<file path="config.mk">
export PLATFORM = sky130hd
export DESIGN_NAME = dmem_arbiter
export DESIGN_NICKNAME = d
export VERILOG_FILES = /design/src/rtl/dmem_arbiter.sv
export SDC_FILE = /design/constraint.sdc
export NUM_CORES = 1
export LEC_CHECK = 0
export CORE_MARGIN = 5
export CORE_UTILIZATION = 37
export CTS_BUF_LIST = sky130_fd_sc_hd__clkbuf_4
export CTS_CLUSTER_DIAMETER = 80
export DETAILED_ROUTE_END_ITERATION = 6
export PLACE_DENSITY = 0.77
export SKIP_LAST_GASP = 1
export SLEW_MARGIN = 20
export SYNTH_ARGS = -nofsm -noshare
export SYNTH_HDL_FRONTEND = slang
export SYNTH_SLANG_ARGS = --single-unit
</file>
<file path="constraint.sdc">
create_clock -name clk -period 1.37 [get_ports clk]
set_input_delay 0.274 -clock clk [delete_from_list [all_inputs] [get_ports clk]]
set_output_delay 0.274 -clock clk [all_outputs]
set_load 0.05 [all_outputs]
</file>
<file path="src/rtl/dmem_arbiter.sv">
// dmem_arbiter: shares the single-port data memory between the CPU (port 0) and the
// debug/loader port (port 1). Define DMEM_ARB_FIXED_PRIO_EN for fixed priority (port 0 wins ties).
module dmem_arbiter #(
    parameter int ADDR_W = 32,
    parameter int DATA_W = 32
) (
    input  logic              clk,
    input  logic              resetN,
    input  logic              req0,
    input  logic              req1,
    input  logic              wrEn0,
    input  logic              wrEn1,
    input  logic [ADDR_W-1:0] addr0,
    input  logic [ADDR_W-1:0] addr1,
    input  logic [DATA_W-1:0] dataIn0,
    input  logic [DATA_W-1:0] dataIn1,
    output logic              gnt0,
    output logic              gnt1,
    output logic              valid0,
    output logic              valid1,
    output logic [DATA_W-1:0] dataOut0,
    output logic [DATA_W-1:0] dataOut1,
    output logic              memWrEn,
    output logic [ADDR_W-1:0] memAddr,
    output logic [DATA_W-1:0] memDataIn,
    input  logic [DATA_W-1:0] memDataOut,
    output logic [1:0]        dbg_state
);

    // Handshake: a requester holds req with stable wrEn/addr/dataIn until gnt; gnt is a one-cycle
    // accept pulse, valid a one-cycle completion pulse (read data in dataOut, or write ack).

    typedef enum logic [1:0] {
        IDLE   = 2'd0,
        ACCESS = 2'd1,
        RESP   = 2'd2
    } state_t;

    state_t state;
    state_t state_nxt;

    logic              arb_go;
    logic              win;
    logic              sel_wr;
    logic [ADDR_W-1:0] sel_addr;
    logic [DATA_W-1:0] sel_data;

    logic              cur_port;
    logic              cur_wr;
    logic              cur_port_nxt;
    logic              cur_wr_nxt;

    logic              gnt0_nxt;
    logic              gnt1_nxt;
    logic              valid0_nxt;
    logic              valid1_nxt;
    logic [DATA_W-1:0] dout0_nxt;
    logic [DATA_W-1:0] dout1_nxt;
    logic              mem_wr_nxt;
    logic [ADDR_W-1:0] mem_addr_nxt;
    logic [DATA_W-1:0] mem_din_nxt;

    // Arbitration points are IDLE and RESP; a new access can start on the RESP edge.
    assign arb_go = ((state == IDLE) || (state == RESP)) && (req0 || req1);

`ifdef DMEM_ARB_FIXED_PRIO_EN
    assign win = req1 & ~req0;
`else
    logic last_gnt;

    assign win = (req0 && req1) ? ~last_gnt : req1;

    always_ff @(posedge clk or negedge resetN) begin
        if (!resetN) begin
            last_gnt <= 1'b1;
        end else if (arb_go) begin
            last_gnt <= win;
        end
    end
`endif

    assign sel_wr   = win ? wrEn1   : wrEn0;
    assign sel_addr = win ? addr1   : addr0;
    assign sel_data = win ? dataIn1 : dataIn0;

    always_ff @(posedge clk or negedge resetN) begin
        if (!resetN) begin
            state <= IDLE;
        end else begin
            state <= state_nxt;
        end
    end

    always_comb begin
        state_nxt = state;
        case (state)
            IDLE:    if (arb_go) state_nxt = ACCESS;
            ACCESS:  state_nxt = RESP;
            RESP:    state_nxt = arb_go ? ACCESS : IDLE;
            default: state_nxt = IDLE;
        endcase
    end

    always_comb begin
        gnt0_nxt     = 1'b0;
        gnt1_nxt     = 1'b0;
        valid0_nxt   = 1'b0;
        valid1_nxt   = 1'b0;
        dout0_nxt    = dataOut0;
        dout1_nxt    = dataOut1;
        mem_wr_nxt   = 1'b0;
        mem_addr_nxt = memAddr;
        mem_din_nxt  = memDataIn;
        cur_port_nxt = cur_port;
        cur_wr_nxt   = cur_wr;

        // Memory produced the read data at the ACCESS->RESP edge; retire it now.
        if (state == RESP) begin
            if (cur_port) begin
                valid1_nxt = 1'b1;
                if (!cur_wr) dout1_nxt = memDataOut;
            end else begin
                valid0_nxt = 1'b1;
                if (!cur_wr) dout0_nxt = memDataOut;
            end
        end

        if (arb_go) begin
            gnt0_nxt     = ~win;
            gnt1_nxt     = win;
            cur_port_nxt = win;
            cur_wr_nxt   = sel_wr;
            mem_wr_nxt   = sel_wr;
            mem_addr_nxt = sel_addr;
            mem_din_nxt  = sel_data;
        end
    end

    // memWrEn sits in the async-reset domain so a reset mid-ACCESS blocks the pending write.
    always_ff @(posedge clk or negedge resetN) begin
        if (!resetN) begin
            gnt0      <= 1'b0;
            gnt1      <= 1'b0;
            valid0    <= 1'b0;
            valid1    <= 1'b0;
            dataOut0  <= '0;
            dataOut1  <= '0;
            memWrEn   <= 1'b0;
            memAddr   <= '0;
            memDataIn <= '0;
            cur_port  <= 1'b0;
            cur_wr    <= 1'b0;
        end else begin
            gnt0      <= gnt0_nxt;
            gnt1      <= gnt1_nxt;
            valid0    <= valid0_nxt;
            valid1    <= valid1_nxt;
            dataOut0  <= dout0_nxt;
            dataOut1  <= dout1_nxt;
            memWrEn   <= mem_wr_nxt;
            memAddr   <= mem_addr_nxt;
            memDataIn <= mem_din_nxt;
            cur_port  <= cur_port_nxt;
            cur_wr    <= cur_wr_nxt;
        end
    end

    assign dbg_state = state;

endmodule

</file>
==> results.yml, run 1 <==
floorplanning:
  die-area_sq_um: 17900
  core_sq_um: 15100
  num_rows: 45
  die_height_um: 134
  ioPinCount: 301
  start_util: 0.375
  die-width_um: 134
clock_tree:
  tritoncts: "built"
  cts_max_level: 4
  cts_buffer_depth: 2
  clk_latency_ns: 0.56
  cts_buffers: 17
  cts.sinks: 138
  clockRootBuffer: "clkbuf_4"
  cts.reportedPaths.clkPinSlew_ns: 0.14
logic_synthesis:
  synth_nets: 541
  yosysSeqAreaShare: 0.609
  async_flop_share: 1.00
  avgSynthCellArea_sq_um: 15.1
  synth_top_cell_area_share: 0.604
  synth-seq-cells: 138
  yosys.area.top_type: "dfrtp_1"
  ys_top_cells_by_area: "dfrtp_1 (60%), a221o_1 (11%), mux2_4 (7.9%)"
  synth_most_common_cell: "dfrtp_1"
  netlist_top_cells_count: "dfrtp_1 (137), a221o_1 (65), and2_1 (41), mux2_4 (30), mux2_2 (29)"
  synth_cell_types: 26
  syn_area_sq_um: 5670
  ys.flop_type: "dfrtp_1"
  synth_edf_count: 0
  ys.warnings.count: 0
  synth_cells: 375
timing:
  min_period_ns: 1.71
  finClkSkew_ns: 0.0320
  final-max-slew-violation-count: 0
  relSlewSlack: 0.754
  rsz0062_at_grt: "true"
  post-route-period-util: 1.25
  hold_viol: 0
  worst_pin_slew_ns: 0.370
  max_clock_freq_mhz: 586
  setup_viol_count_final: 266
  fin_ws_ns: -0.336
min_path:
  hold_class: "primary input to async pin"
final_layout:
  area_growth_pct: 105
  fin_nets: 933
  seqCellArea_sq_um: 3460
  fin_cells: 970
  multi_input_area_sq_um: 2170
  drive_gt1_frac: 0.445
  fill_cells: 790
worst_setup_path:
  worstSetupStartpointType: "register"
  slowest_delay_ns: 0.46
  cp_cell_sequence: "and3b_1, nor2b_4, buf_6, buf_16, mux2_4"
  critPathLaunch: "dbg_state[0]"
  reg2reg_to: "dataOut1[26]"
  cp-end-kind: "register"
  crit_end: "dataOut1[26]"
  cp_slowest_cell: "dfrtp_2"
  rr_worst_depth: 5
  worstPathRequired_ns: 1.82
  worstSetupPathType: "register to register"
  reg2reg_slack_ns: -0.34
  worst-path-max-fanout: 8
  worstPathArrival_ns: 2.15
  reg2reg_from: "dbg_state[0]"
flow_run:
  max_cap_violations: 0
global_routing:
  grt_max_degree: 42
  grt_usage: 0.235
  grt_overflow: 0
  grt_pass1_wl_um: 32200
  grt_antenna_before_repair: 2
  grt_pass1_vias: 5419
placed_design:
  pre_cts_slack_ns: -0.465
  io_buffers: 300
  globalplace.congestion: 0.764
  hpwl_um: 14400
  place_inst: 855
power_and_ir_drop:
  power_leakage_nw: 5.22
  cellPowerDensity_nw_per_um2: 2230
  ir_drop_mv: 1.24
route:
  drcViolationCount: 0
  wire_per_inst_um: 24.7
  vias: 5117
  via_per_inst: 5.28
  drtIter0Drc: 234
  drt-total-wl_um: 24000
  dr.pass1.iters: 4
  drtAntennaViolNets: 0
status:
  violations: "negative setup slack"
  status: "complete, but fails checks"
-- through the flow --
step           hold WS (ns)   util  area (sq um)  setup TNS (ns)  power, W
2_1_floorplan       -0.0216      -          5720          -22.78    0.0132
3_3_place_gp          0.197  0.687         10400          -34.34    0.0209
3_5_place_dp          0.196  0.687         10400          -37.48    0.0212
4_1_cts               0.151  0.736         11200          -28.78    0.0247
5_1_grt               0.166  0.768         11600          -49.73    0.0267
6_report              0.180  0.768         11600          -37.94    0.0260
-- layout by cell type (no fill, tap or decap), types with 4 or more instances in the layout --
| master | n |
|---|---|
| clkinv_1 | 5 |
| dfrtp_1 | 133 |
| buf_4 | 70 |
| clkbuf_4 | 18 |
| dfrtp_2 | 4 |
| buf_12 | 147 |
| a221o_1 | 65 |
| and2_4 | 8 |
| and2_0 | 19 |
| buf_6 | 8 |
| clkdlybuf4s50_1 | 164 |
| clkbuf_16 | 6 |
| mux2_4 | 63 |
| and2_1 | 38 |
-- how the worst min path moves through the flow --
stage                 from  cells past startpoint      endpoint
floorplan           resetN                      0      cur_port
detailed placement  resetN                      1  dataOut0[21]
finish              resetN                      2  dataOut0[31]
global placement    resetN                      1  dataOut1[27]
CTS                 resetN                      2  dataOut0[21]
global route        resetN                      2  dataOut1[22]
-- cells by family after synthesis --
kind of cell / synth area share
buf+inv: 0.0397
simple gates: 0.0796
mux: 0.147
flops: 0.609
compound gates: 0.125
-- sequential cells by signal, indices dropped and copies added, names as in the netlist --
| name | flops |
|---|---|
| memAddr | 32 |
| memWrEn | 1 |
| gnt1 | 1 |
| dataOut0 | 32 |
| cur_wr | 1 |
| valid0 | 1 |
| cur_port | 1 |
| valid1 | 1 |
| dataOut1 | 32 |
| dbg_state | 2 |
| last_gnt | 1 |
| gnt0 | 1 |
| memDataIn | 32 |
-- layer usage --
| layer | up-vias | global-route usage | share of wire |
|---|---|---|---|
| li1 | 2184 | - | - |
| met1 | 2571 | 0.278 | 0.36 |
| met2 | 311 | 0.412 | 0.52 |
| met3 | 51 | 0.0746 | 0.091 |
| met4 | 0 | 0.0646 | 0.031 |
| met5 | - | 0 | 0 |
-- layout make-up --
| cell class | count | share of cell area |
|---|---|---|
| tap | 188 | 0.0202 |
| multi-input combinational | 205 | 0.187 |
| clock inverter | 14 | 0.0112 |
| clock buffer | 18 | 0.0116 |
| timing repair buffer | 402 | 0.472 |
| sequential | 138 | 0.297 |
| inverter | 3 | 0.000968 |
| antenna | 2 | 0.000430 |
-- worst max-delay path: cells and delay by family, from the launching register on --
kind                   cells  cell delay [ns]
muxes                      1             0.32
buffers and inverters      2             0.32
DFF                        1             0.46
and+or+nand+nor            2             0.51
-- timing repair --
| action | CTS | global route |
|---|---|---|
| setup endpoints to repair | 265 | 266 |
| pin swaps | 0 | 2 |
| gates resized for setup | 27 | 33 |
| hold buffers | 1 | 0 |
| hold endpoints to repair | 138 | 0 |
| cloned | 4 | 7 |
| buffers inserted | 38 | 33 |
-- power breakdown --
part	internal, W	switching (W)	leakage [nW]
registers	0.00548	0.00179	1.68
logic	0.00862	0.00745	3.40
clock network	0.00107	0.00156	0.140
total	0.0152	0.0108	5.22
Power figures use the tool's default switching activity.
==> inputs of run 2 (changes only) <==
--- a/config.mk
+++ b/config.mk
@@ -5,12 +5,13 @@
 export SDC_FILE = /design/constraint.sdc
 export NUM_CORES = 1
 export LEC_CHECK = 0
-export CORE_MARGIN = 5
+export CORE_MARGIN = 4
 export CORE_UTILIZATION = 37
 export CTS_BUF_LIST = sky130_fd_sc_hd__clkbuf_4
 export CTS_CLUSTER_DIAMETER = 80
 export DETAILED_ROUTE_END_ITERATION = 6
 export PLACE_DENSITY = 0.77
+export SETUP_SLACK_MARGIN = 0.02
 export SKIP_LAST_GASP = 1
 export SLEW_MARGIN = 20
 export SYNTH_ARGS = -nofsm -noshare
==> results.yml, run 2 (synthesis results as in run 1) <==
global_routing:
  grt_max_degree: 45
  use_met3: 0.0656
  grt_util_met1: 0.282
  busiest_layer: "met2"
  grt_pass1_vias: 5476
  grt_usage: 0.247
  grt_overflow: 0
  use_met2: 0.451
  grt_antenna_before_repair: 1
  grt_pass1_wl_um: 33100
final_layout:
  area_growth_pct: 104
  fin_nets: 924
  final_cell_mix: "clkdlybuf4s50_1 (164), buf_12 (147), dfrtp_1 (134), a221o_1 (65), buf_4 (65)"
  drive_gt1_frac: 0.431
  final_common_cell: "clkdlybuf4s50_1"
  finish.utilization: 0.786
route:
  dr.pass1.iters: 5
  vias: 5205
  drtAntennaViolNets: 0
  wire_per_inst_um: 26.3
  drcViolationCount: 0
  drt-total-wl_um: 25100
  drtIter0Drc: 328
  via_per_inst: 5.45
floorplanning:
  core_sq_um: 14800
  die-width_um: 132
  die-area_sq_um: 17400
  die_height_um: 132
  ioPinCount: 301
  start_util: 0.384
  num_rows: 44
clock_tree:
  clockRootBuffer: "clkbuf_4"
  tritoncts: "built"
  cts_buffers: 17
  cts_max_level: 4
  cts_buffer_depth: 2
  cts.sinks: 138
  clk_latency_ns: 0.57
  cts.reportedPaths.clkPinSlew_ns: 0.16
worst_setup_path:
  worstPathRequired_ns: 1.83
  path_buf_inv: 2
  cp_cell_sequence: "nor3b_4, nor2b_4, buf_12, buf_12, mux2_4"
  critPathTopFamily: "flip-flops"
  cp_slowest_cell: "dfrtp_2"
  worst-path-max-fanout: 6
  worstSetupPathType: "register to register"
  cp.depth: 5
  worstPathArrival_ns: 2.15
  slowest_delay_ns: 0.48
  worstSetupStartpointType: "register"
  cp-end-kind: "register"
  cp_common_cell: "buf_12"
  rr_worst_depth: 5
placed_design:
  pre_cts_slack_ns: -0.538
  hpwl_um: 14700
  io_buffers: 300
  globalplace.congestion: 0.760
timing:
  worst_pin_slew_ns: 0.283
  min_period_ns: 1.69
  max_clock_freq_mhz: 591
  final-max-slew-violation-count: 0
  post-route-period-util: 1.24
  setup_viol_count_final: 267
  relSlewSlack: 0.811
  finClkSkew_ns: 0.0229
  fin_ws_ns: -0.322
  hold_viol: 0
  rsz0062_at_grt: "true"
flow_run:
  max_cap_violations: 0
status:
  status: "complete, but fails checks"
  violations: "negative setup slack"
power_and_ir_drop:
  cellPowerDensity_nw_per_um2: 2310
  total_power_w: 0.0267
  ir_drop_mv: 1.08
  power_leakage_nw: 5.18
min_path:
  hold_class: "primary input to async pin"
-- run 2: cell types whose count changed in the layout (fill, tap and decap cells not counted), sizes merged --
| cell | delta |
|---|---|
| bufinv | +4 |
| buf | -7 |
| clkinv | -5 |
| clkinvlp | -1 |
| clkbuf | -1 |
| diode | -1 |
-- run 2: worst reg2reg max path: cells and delay by family, from the launching register on --
family / cells / cell delay (ns)
flops: 1 / 0.48
simple gates: 2 / 0.47
mux: 1 / 0.33
buf+inv: 2 / 0.31
-- run 2: per-layer routing --
metal	part of all wire	up-vias	wire length, um
li1	-	2158	-
met1	0.37	2648	9290
met2	0.52	332	13200
met3	0.074	67	1860
met4	0.032	0	810
met5	0	-	0
-- run 2: timing repair --
item                       4_1_cts  5_1_grt
setup buffers                   38       28
pin swaps                        0        1
resized for setup                9       34
hold buffers                     1        0
cloned                           4        4
setup endpoints to repair      267      267
hold endpoints to repair       137        0
-- run 2: worst paths after layout --
check                              from            to  slack [ns]
max                        dbg_state[0]  dataOut0[31]       -0.32
min                              resetN   dataOut1[0]        0.14
max reg2reg                dbg_state[0]  dataOut0[31]       -0.32
min reg2reg                    last_gnt      last_gnt        0.56
max in group asynchronous        resetN      last_gnt        0.62
min in group clk             dataIn1[9]  memDataIn[9]        0.32
-- run 2: final cells by class --
cell class,instances,area [sq um]
Timing Repair Buffer,393,5370
Sequential cell,138,3460
Fill cell,787,3160
Multi-Input combinational cell,205,2150
Tap cell,184,230
Clock inverter,12,221
Clock buffer,19,143
Inverter,3,11.3
Antenna cell,1,2.50
-- run 2: report_power, final --
part	internal, W	switching [W]	leakage [nW]	total, W
Sequential	0.00547	0.00185	1.68	0.00732
Combinational	0.00847	0.00745	3.32	0.0159
Clock	0.00184	0.00164	0.188	0.00348
Total	0.0158	0.0109	5.18	0.0267
-- run 2: through the flow --
stage / hold WS, ns / area [sq um] / TNS (ns) / std cells
2_1_floorplan: -0.0216 / 5720 / -22.78 / 375
3_3_place_gp: 0.144 / 10400 / -40.38 / 852
3_5_place_dp: 0.152 / 10400 / -43.41 / 852
4_1_cts: 0.106 / 11200 / -31.96 / 926
5_1_grt: 0.118 / 11600 / -50.18 / 955
6_report: 0.137 / 11600 / -40.01 / 955
